`config.mk`:
```
export PLATFORM = sky130hd
export DESIGN_NAME = mem_ctrl
export DESIGN_NICKNAME = d
export VERILOG_FILES = /design/src/rtl/mem_ctrl.sv
export SDC_FILE = /design/constraint.sdc
export NUM_CORES = 1
export LEC_CHECK = 0
export BUFFER_PORTS_ARGS = -buffer_cell sky130_fd_sc_hd__buf_2
export CAP_MARGIN = 40
export CELL_PAD_IN_SITES_DETAIL_PLACEMENT = 0
export CELL_PAD_IN_SITES_GLOBAL_PLACEMENT = 1
export CORE_MARGIN = 4
export CORE_UTILIZATION = 27
export DETAILED_ROUTE_END_ITERATION = 10
export HOLD_SLACK_MARGIN = 0.06
export MAX_ROUTING_LAYER = met4
export PLACE_DENSITY = 0.71
export SYNTH_ARGS = -nofsm -noshare
export SYNTH_HDL_FRONTEND = slang
export SYNTH_SLANG_ARGS = --single-unit
```
`constraint.sdc`:
```
create_clock -name i_clk -period 2.15 [get_ports i_clk]
set_clock_uncertainty 0.2 [all_clocks]
set_input_delay 0.43 -clock i_clk [delete_from_list [all_inputs] [get_ports i_clk]]
set_output_delay 0.43 -clock i_clk [all_outputs]
set_load 0.02 [all_outputs]
```
`src/rtl/mem_ctrl.sv`:
```
// Memory controller: MAR/MDR registers and read/write sequencing
// for a 512x32 RAM with one-cycle registered read latency.
module mem_ctrl (
    input  logic        i_clk,
    input  logic        i_reset,
    input  logic [31:0] i_bus_in,
    input  logic        i_mar_in,
    input  logic        i_mdr_in,
    input  logic        i_req,
    input  logic        i_rw,
    output logic [31:0] o_mdr_out,
    output logic        o_busy,
    output logic        o_done,
    output logic        o_addr_oob,
    output logic [8:0]  o_ram_addr,
    output logic [31:0] o_ram_data_in,
    output logic        o_ram_we,
    input  logic [31:0] i_ram_data_out
);

    typedef enum logic [2:0] {
        S_IDLE,
        S_RD_WAIT,
        S_RD_CAP,
        S_WR,
        S_DONE
    } state_t;

    state_t      r_state;
    logic [8:0]  r_mar;
    logic [31:0] r_mdr;
    logic        r_oob;
    logic        r_busy;
    logic        r_done;
    logic        r_we;
    logic        w_load_ok;

    assign w_load_ok = (r_state == S_IDLE) || (r_state == S_DONE);

    // Flags are registered alongside the state they describe, so they
    // match a decode of r_state and clear asynchronously with it.
    always_ff @(posedge i_clk or posedge i_reset) begin
        if (i_reset) begin
            r_state <= S_IDLE;
            r_mar   <= '0;
            r_mdr   <= '0;
            r_oob   <= 1'b0;
            r_busy  <= 1'b0;
            r_done  <= 1'b0;
            r_we    <= 1'b0;
        end else begin
            r_busy <= 1'b0;
            r_done <= 1'b0;
            r_we   <= 1'b0;
            if (w_load_ok && i_mar_in) begin
                r_mar <= i_bus_in[8:0];
                r_oob <= |i_bus_in[31:9];
            end
            if (w_load_ok && i_mdr_in) begin
                r_mdr <= i_bus_in;
            end
            case (r_state)
                S_IDLE: begin
                    if (i_req) begin
                        r_busy  <= 1'b1;
                        r_we    <= i_rw;
                        r_state <= i_rw ? S_WR : S_RD_WAIT;
                    end
                end
                S_RD_WAIT: begin
                    r_busy  <= 1'b1;
                    r_state <= S_RD_CAP;
                end
                S_RD_CAP: begin
                    r_mdr   <= i_ram_data_out;
                    r_done  <= 1'b1;
                    r_state <= S_DONE;
                end
                S_WR: begin
                    r_done  <= 1'b1;
                    r_state <= S_DONE;
                end
                S_DONE: begin
                    r_state <= S_IDLE;
                end
                default: begin
                    r_state <= S_IDLE;
                end
            endcase
        end
    end

    assign o_mdr_out     = r_mdr;
    assign o_busy        = r_busy;
    assign o_done        = r_done;
    assign o_addr_oob    = r_oob;
    assign o_ram_addr    = r_mar;
    assign o_ram_data_in = r_mdr;
    assign o_ram_we      = r_we;

endmodule

```
==> flow_metrics.env <==
export IMPL_diodes=0
export IMPL_die_h_um=101
export IMPL_worst_pin_slew_ns=0.404
export IMPL_cts_resized=0
export IMPL_path_class="reg2reg"
export IMPL_holdWs_ns=0.168
export IMPL_drive_gt1_share_pct=57.4
export IMPL_setup_violations=0
export IMPL_cts_sinks=48
export IMPL_grt_overflow_total=0
export IMPL_status="complete, no violations"
export IMPL_hp_class="in2reg"
export IMPL_nNetsFinal=374
export IMPL_pre_cts_ws_ns=0.349
export IMPL_routed_via_count=1845
export IMPL_place_hpwl_um=4820
export IMPL_worstSkewPairLatency_ns=0.29
export IMPL_async_flop_share_pct=100
export IMPL_core_area_mm2=0.00826
export IMPL_initial_utilization_pct=28.0
export IMPL_relSlewSlack_pct=72.8
export IMPL_ioPinCount=147
export IMPL_r2r_cells=4
export IMPL_cts_tree="done"
export IMPL_die_w_um=101
export IMPL_drc=0
export IMPL_synth_flop_cell="dfrtp_1"
export IMPL_synth_area_mm2=0.00231
export IMPL_multi_input_area_um2=781
export IMPL_detail_route_vias_per_cell=4.50
export IMPL_r2r_start="r_state[1]"
export IMPL_wl_per_cell_um=15.1
export IMPL_synthToLayoutAreaGrowth_pct=31.4
export IMPL_fmax_ghz=0.566
export IMPL_r2r_end="o_ram_addr[0]"
export IMPL_hold_viol=0
export IMPL_fillers=865
export IMPL_die_area_mm2=0.0101
export IMPL_cts_made_buffers=5
export IMPL_clk_pin_slew_ns=0.10
export IMPL_root_buffer="clkbuf_8"
export IMPL_r2r_slack_ns=0.38
export IMPL_drt_iter0_drc=51
export IMPL_placementRows=33
export IMPL_required_ns=2.14
export IMPL_grt_usage_pct=12.7
export IMPL_routed_wl_um=6200
export IMPL_synthCells=187
export IMPL_crit_fanout=9
export IMPL_rsz0062_at_grt="no"
export IMPL_setup_ws_ns=0.383
export IMPL_min_delay_path_depth=2
export IMPL_h_tree_depth=2
export IMPL_fin_setup_tns_ns=0
export IMPL_io_buffer_count=146
export IMPL_grt_pass1_vias=1927
export IMPL_clock_path_buffers=2
export IMPL_maxCapViolations=0
export IMPL_cp_start_kind="register"
export IMPL_drt_pass1_iter_count=4
export IMPL_cp_arrival_ns=1.75
export IMPL_endpoint_kind="register"
export IMPL_synth_distinct_cells=21
export IMPL_grt_max_degree=49
export IMPL_syn_area_per_cell_um2=12.4
export IMPL_gp_routability_congestion=0.775
export IMPL_yosysWarnings=0
export IMPL_peakVddDrop_mv=0.648
export IMPL_pwr_density_cell_mw_per_mm2=1680
export IMPL_yosysSeqAreaShare_pct=51.9
export IMPL_hold_path_startpoint="i_bus_in[6]"
export IMPL_finalCriticalPeriod_ns=1.77
export IMPL_post_route_period_util_pct=82.2
export IMPL_grt_pass1_wl_um=9830
export IMPL_antenna_found_initial=0
export IMPL_total_leakage_power_nw=1.73
export IMPL_drtAntennaViolNets=0
export IMPL_synth_seq_cells=48
export IMPL_hold_end="o_ram_addr[6]"
export IMPL_syn_nets=257
export IMPL_regArea_mm2=0.00120
export IMPL_slew_viol_final=0
export IMPL_synth_edff_count=0
sequential cells by signal, summed over array words and instances, names as in the netlist:
register / flops
o_addr_oob: 1
o_busy: 1
o_done: 1
o_mdr_out: 32
o_ram_addr: 9
o_ram_we: 1
r_state: 3
worst max path at each step:
stage / startpoint / endpoint / slack, ns
after floorplan: i_reset / o_addr_oob / 0.38
after global placement: i_mdr_in / o_mdr_out[4] / 0.04
after detailed placement: r_state[1] / o_ram_addr[1] / 0.35
after CTS: r_state[1] / o_ram_addr[1] / 0.33
after global routing: r_state[1] / o_ram_addr[3] / 0.26
final: r_state[1] / o_ram_addr[0] / 0.38
timing repair:
item | CTS | global route
hold buffers | 1 | 0
endpoints found under the hold margin | 48 | 0
buffers inserted | 0 | 0
worst max-delay path, cell delays in order (launching register included):
cell,delay [ns]
dfrtp_1,0.43
buf_4,0.17
nor3b_2,0.27
buf_4,0.24
mux2_2,0.34
cell families (layout without fill, tap and decap cells):
logic type	Yosys count	in the layout	share of synthesized area [%]
and+or+nand+nor	19	19	6.27
buffers and inverters	45	163	14.4
DFF	48	48	51.9
muxes	9	9	4.38
AOI/OAI and AO/OA	66	66	23.1
layer usage:
| metal | track usage, % | share of wire (%) |
|---|---|---|
| met1 | 16.4 | 43 |
| met2 | 20.5 | 48 |
| met3 | 3.04 | 8.3 |
| met4 | 2.38 | 0.55 |
| met5 | - | 0 |
cell usage after synthesis, drive strengths merged, types with 2 or more instances:
cell type	count	area, um^2
nor3b	3	50.1
a21o	32	240
nor3	3	15.0
a22o	32	280
nor4	5	31.3
nor2	2	10.0
mux2	9	101
nor2b	2	12.5
dfrtp	48	1200
buf	44	329
stage by stage:
| stage | cells | power [mW] | util, % | instance area (um^2) |
|---|---|---|---|---|
| 2_1_floorplan | 187 | 3.97 | - | 2310 |
| 3_3_place_gp | 400 | 4.48 | 35.2 | 2910 |
| 3_5_place_dp | 401 | 4.54 | 35.4 | 2920 |
| 4_1_cts | 410 | 5.21 | 36.8 | 3040 |
| 5_1_grt | 410 | 5.47 | 36.8 | 3040 |
| 6_report | 410 | 5.11 | 36.8 | 3040 |
cells in the final DEF, fill, tap and decap left out:
| cell type | netlist | layout |
|---|---|---|
| o22a_1 | 1 | 1 |
| buf_2 | 5 | 146 |
| a22o_1 | 32 | 32 |
| dlygate4sd3_1 | 0 | 1 |
| nor2_2 | 1 | 1 |
| clkbuf_8 | 0 | 5 |
| dfrtp_1 | 48 | 48 |
| mux2_2 | 9 | 9 |
| clkinv_2 | 0 | 1 |
| nand4_1 | 1 | 1 |
| nor2_1 | 1 | 1 |
| nor2b_1 | 2 | 2 |
| clkinvlp_4 | 0 | 1 |
| a21oi_1 | 1 | 1 |
| nor3b_2 | 1 | 1 |
| nor4b_1 | 1 | 1 |
| and2_1 | 1 | 1 |
| inv_2 | 0 | 1 |
| nor4_1 | 5 | 5 |
| buf_4 | 36 | 5 |
| bufinv_16 | 0 | 1 |
| buf_12 | 0 | 1 |
| nor3_1 | 3 | 3 |
| buf_8 | 0 | 1 |
| a21o_1 | 32 | 32 |
| nand3_1 | 1 | 1 |
| nor3b_4 | 2 | 2 |
where the power goes:
part	leakage (nW)	total, mW	switching, mW	internal (mW)
sequential	0.581	1.65	0.310	1.34
combinational	1.10	2.82	1.69	1.12
clock	0.0541	0.648	0.304	0.344
total	1.73	5.11	2.31	2.81
layout make-up:
cell class / instances / area share [%]
tap: 105 / 4.32
timing repair buffer: 154 / 26.7
clock inverter: 3 / 1.40
inverter: 1 / 0.123
sequential: 48 / 39.5
clock buffer: 5 / 2.26
multi-input combinational: 94 / 25.7
No activity file was read; power rests on OpenSTA's default activity.
